**src/rtl/z16_decode_stage.sv**
```systemverilog
// Z16 instruction-decode pipeline stage: valid/ready handshake on both sides,
// register scoreboard for RAW/WAW hazard stalls, and a saturating stall counter.
module z16_decode_stage #(
   parameter int         IMM_W       = 16,
   parameter logic [3:0] ALU_OP_MAX  = 4'h9,
   parameter bit         SB_EN       = 1'b1,
   parameter int         STALL_CNT_W = 16
) (
   input  logic                   i_clk,
   input  logic                   i_rst_n,
   input  logic [15:0]            i_instr,
   input  logic                   i_valid,
   output logic                   o_ready,
   output logic                   o_valid,
   input  logic                   i_ready,
   output logic [3:0]             o_opcode,
   output logic [3:0]             o_rd_addr,
   output logic [3:0]             o_rs1_addr,
   output logic [3:0]             o_rs2_addr,
   output logic [IMM_W-1:0]       o_imm,
   output logic                   o_rd_wen,
   output logic                   o_mem_wen,
   output logic [3:0]             o_alu_ctrl,
   output logic                   o_illegal,
   input  logic                   i_wb_en,
   input  logic [3:0]             i_wb_addr,
   output logic [15:0]            o_pending,
   output logic [STALL_CNT_W-1:0] o_stall_cnt
);

   localparam logic [3:0] OP_IMM = 4'hA;
   localparam logic [3:0] OP_ST  = 4'hB;

   function automatic logic [IMM_W-1:0] sext4(input logic [3:0] f);
      logic signed [IMM_W-1:0] r;
      r = $signed(f);
      return r;
   endfunction

   logic [3:0]       op;
   logic [3:0]       rd;
   logic [3:0]       rs1;
   logic [3:0]       rs2;
   logic             is_alu;
   logic             is_imm;
   logic             is_st;
   logic             d_rd_wen;
   logic             d_mem_wen;
   logic             d_illegal;
   logic [3:0]       d_alu_ctrl;
   logic [IMM_W-1:0] d_imm;
   logic             rd_rs1;
   logic             rd_rs2;
   logic             hazard;
   logic             accept;
   logic [15:0]      pend_nxt;

   assign op  = i_instr[3:0];
   assign rd  = i_instr[7:4];
   assign rs1 = i_instr[11:8];
   assign rs2 = i_instr[15:12];

   // ALU range takes priority so a large ALU_OP_MAX can swallow A/B.
   assign is_alu = (op <= ALU_OP_MAX);
   assign is_imm = !is_alu && (op == OP_IMM);
   assign is_st  = !is_alu && (op == OP_ST);

   always_comb begin
      d_rd_wen   = 1'b0;
      d_mem_wen  = 1'b0;
      d_illegal  = 1'b0;
      d_alu_ctrl = 4'h0;
      d_imm      = '0;
      rd_rs1     = 1'b0;
      rd_rs2     = 1'b0;
      unique case (1'b1)
         is_alu: begin
            d_rd_wen   = 1'b1;
            d_alu_ctrl = op;
            rd_rs1     = 1'b1;
            rd_rs2     = 1'b1;
         end
         is_imm: begin
            d_rd_wen = 1'b1;
            d_imm    = sext4(i_instr[15:12]);
            rd_rs1   = 1'b1;
         end
         is_st: begin
            d_mem_wen = 1'b1;
            d_imm     = sext4(i_instr[7:4]);
            rd_rs1    = 1'b1;
            rd_rs2    = 1'b1;
         end
         default: begin
            d_illegal = 1'b1;
         end
      endcase
   end

   // Registered scoreboard only: a same-cycle writeback does not bypass.
   always_comb begin
      hazard = 1'b0;
      if (SB_EN) begin
         hazard = (rd_rs1 && o_pending[rs1])
               || (rd_rs2 && o_pending[rs2])
               || (d_rd_wen && o_pending[rd]);
      end
   end

   assign o_ready = (!o_valid || i_ready) && !(i_valid && hazard);
   assign accept  = i_valid && o_ready;

   always_comb begin
      pend_nxt = o_pending;
      if (i_wb_en) pend_nxt[i_wb_addr] = 1'b0;
      if (accept && d_rd_wen) pend_nxt[rd] = 1'b1;
      if (!SB_EN) pend_nxt = '0;
   end

   always_ff @(posedge i_clk or negedge i_rst_n) begin
      if (!i_rst_n) begin
         o_valid    <= 1'b0;
         o_opcode   <= 4'h0;
         o_rd_addr  <= 4'h0;
         o_rs1_addr <= 4'h0;
         o_rs2_addr <= 4'h0;
         o_imm      <= '0;
         o_rd_wen   <= 1'b0;
         o_mem_wen  <= 1'b0;
         o_alu_ctrl <= 4'h0;
         o_illegal  <= 1'b0;
      end else if (accept) begin
         o_valid    <= 1'b1;
         o_opcode   <= op;
         o_rd_addr  <= rd;
         o_rs1_addr <= rs1;
         o_rs2_addr <= rs2;
         o_imm      <= d_imm;
         o_rd_wen   <= d_rd_wen;
         o_mem_wen  <= d_mem_wen;
         o_alu_ctrl <= d_alu_ctrl;
         o_illegal  <= d_illegal;
      end else if (o_valid && i_ready) begin
         o_valid <= 1'b0;
      end
   end

   always_ff @(posedge i_clk or negedge i_rst_n) begin
      if (!i_rst_n) begin
         o_pending <= 16'h0000;
      end else begin
         o_pending <= pend_nxt;
      end
   end

   always_ff @(posedge i_clk or negedge i_rst_n) begin
      if (!i_rst_n) begin
         o_stall_cnt <= '0;
      end else if (i_valid && hazard && !(&o_stall_cnt)) begin
         o_stall_cnt <= o_stall_cnt + 1'b1;
      end
   end

endmodule

```
**config.mk**
```make
export PLATFORM = sky130hd
export DESIGN_NAME = z16_decode_stage
export DESIGN_NICKNAME = d
export VERILOG_FILES = /design/src/rtl/z16_decode_stage.sv
export SDC_FILE = /design/constraint.sdc
export NUM_CORES = 1
export LEC_CHECK = 0
export CORE_AREA = 5 5 99 101
export CTS_CLUSTER_DIAMETER = 30
export CTS_CLUSTER_SIZE = 30
export DETAILED_ROUTE_END_ITERATION = 10
export DIE_AREA = 0 0 104 106
export GPL_TIMING_DRIVEN = 0
export PLACE_DENSITY = 0.67
export SETUP_SLACK_MARGIN = 0.2
export SKIP_LAST_GASP = 1
export SLEW_MARGIN = 30
export SYNTH_ARGS = -nofsm -noshare
export SYNTH_HDL_FRONTEND = slang
export SYNTH_SLANG_ARGS = --single-unit
export TNS_END_PERCENT = 20
```
**constraint.sdc**
```tcl
create_clock -name i_clk -period 5.09 [get_ports i_clk]
set_clock_uncertainty 0.1 [all_clocks]
set_input_delay 0.509 -clock i_clk [delete_from_list [all_inputs] [get_ports i_clk]]
set_output_delay 0.509 -clock i_clk [all_outputs]
set_load 0.01 [all_outputs]
```
==> results.ini, run 1 <==
[outcome]
outcome=complete, but fails checks
failed_checks=hold timing

[setup_path]
start_kind=primary input
path_max_fanout=10
critPathKind=in2out
crit_path_end_kind=output pin
arrival_ns=3.40
worst_reg2reg_path_length_in_cells=7
ff2ff_setup_slack_ns=2.57
timing.critical_path.required_ns=4.48

[logic_synthesis]
number_of_nets_in_the_synthesized_netlist=337
synthDominantCellAreaShare_pct=44.3
synthTopCellsByCount=dfrtp_1 (60), o21ai_0 (28), nand3_1 (19)
synth_async_sr_flop_share_pct=100
synth_area_per_cell_um2=10.9
synth_most_common_cell=dfrtp_1
yosys-top-cells-area=dfrtp_1 (44%), mux2_4 (7.5%), mux2i_1 (5.0%), o21ai_0 (4.1%), xnor2_1 (3.6%)
dominantRegCellSynth=dfrtp_1
synth_cell_type_count=48
synth-seq-cells=60
yosysTopAreaCell=dfrtp_1
syn_area_mm2=0.00339
synth-edff-count=0
count_of_yosys_warnings_during_synthesis=0
synth_cells=311
synth_sequential_area_ratio_pct=44.3

[power_and_ir_drop]
power_leakage_nw=1.96
ir_worst_vdd_mv=0.218
power_density_mw_per_mm2=389

[cells_and_area]
final_cell_area_mm2=0.00466
multiInputGateArea_mm2=0.00165
regArea_mm2=0.00150
drive_above_1_share_pct=17.5
flow.area_growth_from_synthesis_pct=37.5
finalNetCount=440
insertedDiodeCount=0
fill_cells=819

[floorplan]
ios=98
die_x_um=104
floorplan.die_area_mm2=0.0110
initial_utilization_pct=38.0
die_height_um=106
core_area_mm2=0.00893
std_cell_rows=35

[global_routing]
grt_first_pass_wirelength_mm=14.9
gr-usage-met1_pct=21.3
gr-total-overflow=0
grt_util_met2_pct=27.9
grt_use_total_pct=16.7
use_met3_pct=4.13
first_global_vias=2809
busiest_layer=met2
antenna_found_initial=0
pin_count_of_the_biggest_net_entering_global_routing=35

[cts]
postCtsResizedCells=0
cts.root.buffer_cell=clkbuf_8
cts_num_sinks=60
cts_tree=built
post_cts_hold_buffer_count=0
tritoncts.num_buffers=9
clock_tree.buffer_depth=2
cts.clk_slew.worst_paths_ns=0.06
clk-insertion-delay-late_ns=0.33
h-tree-depth=3
post-cts-setup-buffer-count=0

[sta]
rsz_0062_raised_after_global_routing=false
setup-tns-final_ns=0
hold_viol_final=5
final_min_period_over_clock_period_pct=78.7
max-slew-margin-rel_pct=57.9
timing_max_transition_violations_final=0
holdWs_ns=-0.00361
least_margin_pin_slew_ns=0.632
setup-violations-final=0
max_clock_freq_ghz=0.249
min_period_ns=4.01

[route]
post-route-drc-count=0
drt-pass1-iter-count=4
routed_via_density=5.28
drtAntennaViolNets=0
route.detailed.wl_per_inst_um=17.5
first_iter_violations=129
vias=2791
drt-total-wl_mm=9.25

[placement]
post-dp-hpwl_mm=6.93
place.port_buffers=91
gp_congestion=0.868
placement.cell_area_mm2=0.00446

[run]
drv_cap=0

[min_path]
type_of_the_most_critical_hold_path=in2async

## per-stage QoR
step	std cells	setup slack (ns)	hold WS [ns]	utilization, %	power, mW
finish	529	1.08	-0.00361	52.2	1.81
global route	529	0.932	0.0101	52.2	1.91
CTS	529	1.08	0.00218	52.2	1.83
detailed placement	514	1.09	0.352	49.9	1.38
global placement	513	1.13	0.389	49.7	1.37
floorplan	311	2.18	0.113	-	1.01
## power breakdown
part           internal, mW  leakage, nW  total, mW  switching (mW)
logic                 0.400         1.09      0.661           0.261
registers             0.591        0.768      0.710           0.119
clock network         0.264        0.103      0.440           0.176
total                  1.25         1.96       1.81           0.557
## state kept, by name (all words and copies together), names as in the netlist
signal and count:
o_pending 16, o_stall_cnt 16, o_alu_ctrl 4, o_imm 4
o_opcode 4, o_rd_addr 4, o_rs1_addr 4, o_rs2_addr 4
o_illegal 1, o_mem_wen 1, o_rd_wen 1, o_valid 1
## placed cells by master (no fill, tap or decap), types with 2 or more instances in the layout
cell type and instances:
buf_2 4, nand2_1 12, dfrtp_1 60, nand3b_1 6, o21ai_1 12, nand3_1 19, mux2_2 7, mux2_4 17
nand2b_1 5, buf_6 2, nand4_1 7, nor2b_1 6, mux2_1 2, o21ai_0 28, a21oi_1 3, xnor2_1 14
clkbuf_1 11, a22oi_1 2, buf_4 13, mux2i_1 17, or2_2 2, buf_12 3, nor3b_1 2, nand3_2 2
a21boi_0 2, nor3_1 2, clkdlybuf4s50_1 90, and3_1 7, nor2_1 17, clkbuf_8 12, mux4_2 4, inv_1 9
## final timing paths
path,startpoint,end
min reg2reg,o_stall_cnt[5],o_stall_cnt[5]
max,i_instr[7],o_ready
max reg2reg,o_pending[7],o_rd_addr[3]
min,i_rst_n,o_stall_cnt[7]
max in group asynchronous,i_rst_n,o_pending[9]
min in group i_clk,o_stall_cnt[5],o_stall_cnt[5]
## routing by layer
metal	vias to the layer above	wire [µm]
met3	10	468
met1	1395	4060
met4	0	146
met2	75	4570
met5	-	0
li1	1311	-
## critical path, cell delays in order
cell,delay [ns]
clkdlybuf4s50_1,0.51
clkbuf_1,0.51
nor3b_1,0.12
or4b_1,0.54
and3_4,0.20
nand3_2,0.16
buf_2,0.23
a21boi_0,0.11
clkdlybuf4s50_1,0.50
## area by class of cell
class / count / share of cell area [%]
Multi-Input combinational cell: 213 / 35.4
Buffer: 29 / 4.43
Sequential cell: 60 / 32.2
Timing Repair Buffer: 92 / 19.9
Clock buffer: 14 / 3.70
Clock inverter: 1 / 0.644
Inverter: 9 / 0.725
Tap cell: 111 / 2.98
## cell families after synthesis
kind of cell / count (synthesis) / share of synthesized area (%)
AOI/OAI and AO/OA: 52 / 8.60
xor gates and xnor gates: 14 / 3.62
adders and majority gates: 1 / 0.369
buffers and inverters: 38 / 7.08
DFF: 60 / 44.3
muxes: 48 / 19.0
and+or+nand+nor: 98 / 17.1
Power figures use the tool's default switching activity.
==> inputs of run 2 (changes only) <==
PLACE_DENSITY = 0.7   (was 0.67)
clock period = 3.2 ns   (was 5.09 ns; I/O delays follow)
==> run 2 against run 1 <==
Effect of this change: the run now ends clean; final cell count grew 0.38%; sequential cell count unchanged; worst hold slack better by 0.27 ns; combinational power grew 62%; utilization is 0.42 points higher; die area stayed put; highest routed layer unchanged.
==> results.ini, run 2 (synthesis gave the netlist of run 1 again) <==
[global_routing]
gr-total-overflow=0  ; unchanged
grt_first_pass_wirelength_mm=14.8  ; -0.70%
pin_count_of_the_biggest_net_entering_global_routing=52  ; +49%
antenna_found_initial=0  ; unchanged
first_global_vias=2824  ; +0.53%
grt_use_total_pct=16.4  ; -0.29 points

[min_path]
type_of_the_most_critical_hold_path=in2async

[sta]
hold_viol_final=0  ; -5
setup-tns-final_ns=0  ; unchanged
max_clock_freq_ghz=0.348
timing_max_transition_violations_final=0  ; unchanged
rsz_0062_raised_after_global_routing=false
max-slew-margin-rel_pct=68.9  ; +11 points
setup-violations-final=0  ; unchanged
min_period_ns=2.88
least_margin_pin_slew_ns=0.466  ; -0.166 ns
final_min_period_over_clock_period_pct=89.9

[cts]
cts.clk_slew.worst_paths_ns=0.07  ; about the same
h-tree-depth=3  ; unchanged
cts_tree=built
clk-insertion-delay-late_ns=0.33  ; about the same
cts.root.buffer_cell=clkbuf_8
cts_num_sinks=60  ; unchanged
tritoncts.num_buffers=9  ; unchanged
clock_tree.buffer_depth=2  ; unchanged

[setup_path]
start_kind=primary input
worst_r2r_endpoint=o_pending[11]
arrival_ns=2.46  ; -0.94 ns
crit_path_max_incr_delay_ns=0.64  ; +0.10 ns
list_of_cells_traversed_by_the_critical_path=clkdlybuf4s50_1 -> a31o_1 -> or4b_1 -> and3_4 -> nand3_4 -> buf_6 -> a21boi_0 -> clkbuf_2
timing.rr.start=o_pending[3]
cp_top_family=buffers and inverters
critPathKind=in2out
path_max_fanout=10  ; unchanged
timing.critical_path.required_ns=2.78  ; -1.70 ns
worst_reg2reg_path_length_in_cells=8  ; +1
worstPathBufferInverterCount=3  ; -1
ff2ff_setup_slack_ns=0.62  ; -1.95 ns
crit_path_end_kind=output pin
timing.critical_path.from=i_instr[6]
crit_path_top_delay_cell=clkdlybuf4s50_1

[cells_and_area]
flow.area_growth_from_synthesis_pct=38.6
drive_above_1_share_pct=19.5  ; +2.1 points
layout_commonest_cell=clkdlybuf4s50_1
core_util_final_pct=52.6  ; +0.42 points
reg.largest.list=o_pending: 16 flops, o_stall_cnt: 16 flops
most-common-layout-cells=clkdlybuf4s50_1 (86), dfrtp_1 (57), o21ai_0 (28), nand3_1 (19)
insertedDiodeCount=0  ; unchanged
finalNetCount=442  ; +0.45%

[power_and_ir_drop]
sw_frac_of_total_pct=31.4  ; +0.63 points
internal-power_mw=1.94  ; +55%
clock_power_share_pct=22.7  ; -1.6 points
power_density_mw_per_mm2=603  ; +55%
pwr-share-comb_pct=37.6  ; +1.1 points
ir_worst_vdd_mv=0.277  ; +27%
power.switching_mw=0.889  ; +60%
power_leakage_nw=1.98  ; +1.0%
seq_power_share_pct=39.7  ; +0.5 points

[outcome]
outcome=finished clean

[floorplan]
floorplan.die_area_mm2=0.0110  ; unchanged
std_cell_rows=35  ; unchanged
core_area_mm2=0.00893  ; unchanged
die_x_um=104  ; unchanged
initial_utilization_pct=38.0  ; unchanged
ios=98  ; unchanged
die_height_um=106  ; unchanged

[placement]
place.port_buffers=91  ; unchanged
gp_congestion=0.866  ; -0.28%
post-dp-hpwl_mm=6.70  ; -3.3%

[route]
drt-total-wl_mm=9.05  ; -2.2%
first_iter_violations=149  ; +16%
routed_via_density=5.26  ; -0.27%
route.detailed.wl_per_inst_um=17.0  ; -2.6%
vias=2794  ; +0.11%
drt-pass1-iter-count=4  ; unchanged
post-route-drc-count=0  ; unchanged
drtAntennaViolNets=0  ; unchanged

[run]
drv_cap=0  ; unchanged

run 2: changes by cell type in the layout (fill, tap and decap cells not counted), moves of 3 or more:
cell,previous run,this run
dlygate4sd2_1,0,3
dfrtp_1,60,57
dfrtp_2,0,3
clkdlybuf4s50_1,90,86
clkbuf_1,11,8
run 2: power by group through the flow:
stage	clock (mW)	sequential [mW]	combinational [mW]
after floorplan	0	1.17	0.440
after global placement	0	1.13	1.04
after detailed placement	0	1.13	1.06
after CTS	0.655	1.12	1.08
after global routing	0.697	1.15	1.15
final	0.643	1.12	1.07
run 2: how the worst max path moves through the flow:
stage	to	slack, ns	depth (start not counted)
floorplan	o_ready	0.66	7
global placement	o_ready	-0.31	9
detailed placement	o_ready	-0.32	9
CTS	o_ready	0.20	7
global route	o_ready	0.23	7
finish	o_ready	0.32	8
run 2: metal layers:
layer	vias up	share of wire, %	routed length [µm]	global-route usage (%)
met5	-	0	0	0
met4	0	1.5	138	5.27
met3	12	5.2	470	4.98
met2	79	47	4280	25.7
met1	1391	46	4150	21.9
li1	1312	-	-	-
run 2: final cells by class:
| cell class | count | area [µm²] |
|---|---|---|
| fill | 829 | 4240 |
| multi-input combinational | 213 | 1670 |
| sequential | 60 | 1510 |
| timing repair buffer | 94 | 945 |
| buffer | 29 | 218 |
| clock buffer | 14 | 183 |
| tap | 111 | 139 |
| inverter | 9 | 33.8 |
| clock inverter | 1 | 5.00 |
run 2: what timing repair did:
action | in CTS | in global routing
hold endpoints to repair | 21 | 0
setup buffers | 1 | 0
setup endpoints to repair | 1 | 1
hold buffers | 1 | 0
resized for setup | 12 | 8
run 2: per-stage QoR:
stage	worst slack (ns)	area (µm²)	total power [mW]	cells	hold WS (ns)
2_1_floorplan	0.665	3390	1.61	311	-0.0756
3_3_place_gp	-0.307	4440	2.17	513	0.387
3_5_place_dp	-0.318	4470	2.20	514	0.0741
4_1_cts	0.205	4700	2.86	531	0.255
5_1_grt	0.231	4700	2.99	531	0.266
6_report	0.324	4700	2.83	531	0.268
==> edit (config.mk and constraints of run 2) <==
Reset style: synchronous (`i_rst_n`), changed in 3 clocked blocks.
--- a/src/rtl/z16_decode_stage.sv
+++ b/src/rtl/z16_decode_stage.sv
@@ -117,7 +117,7 @@
       if (!SB_EN) pend_nxt = '0;
    end
 
-   always_ff @(posedge i_clk or negedge i_rst_n) begin
+   always_ff @(posedge i_clk) begin
       if (!i_rst_n) begin
          o_valid    <= 1'b0;
          o_opcode   <= 4'h0;
@@ -145,7 +145,7 @@
       end
    end
 
-   always_ff @(posedge i_clk or negedge i_rst_n) begin
+   always_ff @(posedge i_clk) begin
       if (!i_rst_n) begin
          o_pending <= 16'h0000;
       end else begin
@@ -153,7 +153,7 @@
       end
    end
 
-   always_ff @(posedge i_clk or negedge i_rst_n) begin
+   always_ff @(posedge i_clk) begin
       if (!i_rst_n) begin
          o_stall_cnt <= '0;
       end else if (i_valid && hazard && !(&o_stall_cnt)) begin
Function: differs if i_rst_n is asserted again (counterexample within 4 cycles, from zero or initial values and one cycle with i_rst_n low); with i_rst_n held inactive, the same outputs for 10 cycles.
==> edit against run 2 <==
- worst hold slack got worse by 0.083 ns
- final area down 2.1%
- sequential share of layout area decreased by 5.9 points
- worst setup slack lost 0.041 ns
- routed wire length grew 18%
- non-clock buffer count rose by 11
- area after synthesis decreased by 2.5%
- sequential cell count stayed put
- via count up 21%
Power is not compared: it rests on default switching activity, and its combinational part moved more than twofold at a synthesized area within 25%.
==> edit: results (changes against run 2) <==
* Reg2reg end: o_pending[11]
* Dpl hpwl at 7.86 mm (+17%)
* Inst Count DP at 566 (+10%)
* Worst skew pair latency at 0.35 ns (+0.02 ns)
* Post-synthesis mux area share at 11.7% (-7.2 points)
* Area fraction of the dominant cell type after synthesis at 36.3% (-8.0 points)
* DRT Wirelength at 10.7 mm (+18%)
* Largest registers: o_pending (16), o_stall_cnt (16)
* Crit-path max FO at 5 (-5)
* P_leak at approximately 1.6 nW
* Synth Area in XOR/XNOR at 0% (-3.6 points)
* Largest net degree at the start of global routing at 15 (-71%)
* Critical Path Start: o_pending[12]
* Setup Fix Bufs, Post-CTS at 2 (+1)
* Top delay family on crit path: multiplexers
* First-pass GRT wire length at 17.6 mm (+19%)
* Worst hold path startpoint: i_instr[8]
* Status: completed
* Share of cells above drive strength 1 at 13.7% (-5.8 points)
* Final net count at 494 (+12%)
* Gr usage total at 19.5% (+3.0 points)
* Hold Path Class: primary input to flop
* # port buffers at 91 (unchanged)
* Hold EP: o_rs1_addr[0]
* Post-Syn Nets at 390 (+16%)
* Slowest stage cell on the critical path: mux4_1
* Syn Area/Cell at 9.08 um2 (-17%)
* RD Place Congestion at 0.834 (-3.8%)
* DP Area at 4360 um2 (-2.4%)
* Hold path cells at 3
* R2r setup slk at 0.47 ns (-0.15 ns)
* Ys async rst share at 0% (-100 points)
* Synth area leaders: dfxtp_1 36%, nand3_1 5.0%, nand2_1 4.8%
* DR vias at 3387 (+21%)
* Antenna Cells at 0 (unchanged)
* Drt initial violations at 309 (+110%)
* Delay of the slowest critical-path stage at 0.51 ns (-0.13 ns)
* CP arrival at 2.50 ns (+0.04 ns)
* Origin of the critical flop-to-flop path: o_pending[12]
* Sequential-to-total area share from yosys stat at 36.3% (-8.0 points)
* Hold_ws at 0.185 ns (-0.0835 ns)
* Worst reg2reg path depth at 7 (-1)
* Layout Cells excl Fill at 584 (+10%)
* 1st-pass router iterations at 5 (+1)
* Adder-cell share of the synthesized area at 0.378% (+0.0094 points)
* Post-synthesis compound-gate area fraction at 18.9% (+10 points)
* Commonest cells in the netlist: 60 x dfxtp_1, 42 x nand2_1, 33 x nand3_1
* Post-cts sizing count at 11 (-1)
* Synth unique cells at 48 (unchanged)
* H-tree levels at 3 (unchanged)
* Fill cells at 868 (+4.7%)
* Slew at the pin closest to its max-slew limit at 0.583 ns (+0.117 ns)
==> edit: cell count changes in the layout (fill, tap and decap cells not counted), moves of 16 or more <==
| cell | change |
|---|---|
| dfrtp_1 | -57 |
| dfxtp_1 | +60 |
| mux2_4 | -16 |
| nand2_1 | +31 |
| o41ai_1 | +17 |
==> edit: area by class of cell <==
| class | instances | area share (%) |
|---|---|---|
| Buffer | 41 | 5.58 |
| Sequential cell | 60 | 26.1 |
| Clock buffer | 15 | 3.62 |
| Inverter | 2 | 0.163 |
| Multi-Input combinational cell | 261 | 40.7 |
| Tap cell | 111 | 3.02 |
| Clock inverter | 1 | 0.653 |
| Timing Repair Buffer | 93 | 20.1 |
==> edit: logic make-up (layout without fill, tap and decap cells) <==
group / count (synthesis) / in the layout
multiplexers: 27 / 27
adder cells (fa/ha/maj): 1 / 1
AO/OA/AOI/OAI: 90 / 90
AND/OR/NAND/NOR: 143 / 143
flip-flops: 60 / 60
buffers and inverters: 43 / 152
==> edit: power groups by stage <==
stage	clock network (mW)	logic, mW	registers, mW
4_1_cts	0.711	0.310	0.788
5_1_grt	0.748	0.338	0.790
3_5_place_dp	0	0.304	0.804
6_report	0.700	0.313	0.788
2_1_floorplan	0	0.154	0.813
3_3_place_gp	0	0.300	0.804
==> edit: metal layers <==
metal / share of wire [%] / global-route usage, % / up-vias
li1: - / - / 1592
met3: 7.0 / 4.43 / 28
met2: 47 / 31.1 / 142
met5: 0 / 0 / -
met1: 43 / 24.9 / 1625
met4: 2.8 / 9.07 / 0
==> edit: stage by stage <==
step / setup TNS (ns) / setup slack, ns / util (%)
final: 0 / 0.283 / 51.5
after CTS: 0 / 0.203 / 51.3
after global routing: 0 / 0.203 / 51.5
after floorplan: 0 / 0.686 / -
after global placement: -4.01 / -0.531 / 48.8
after detailed placement: -6.11 / -0.555 / 48.8
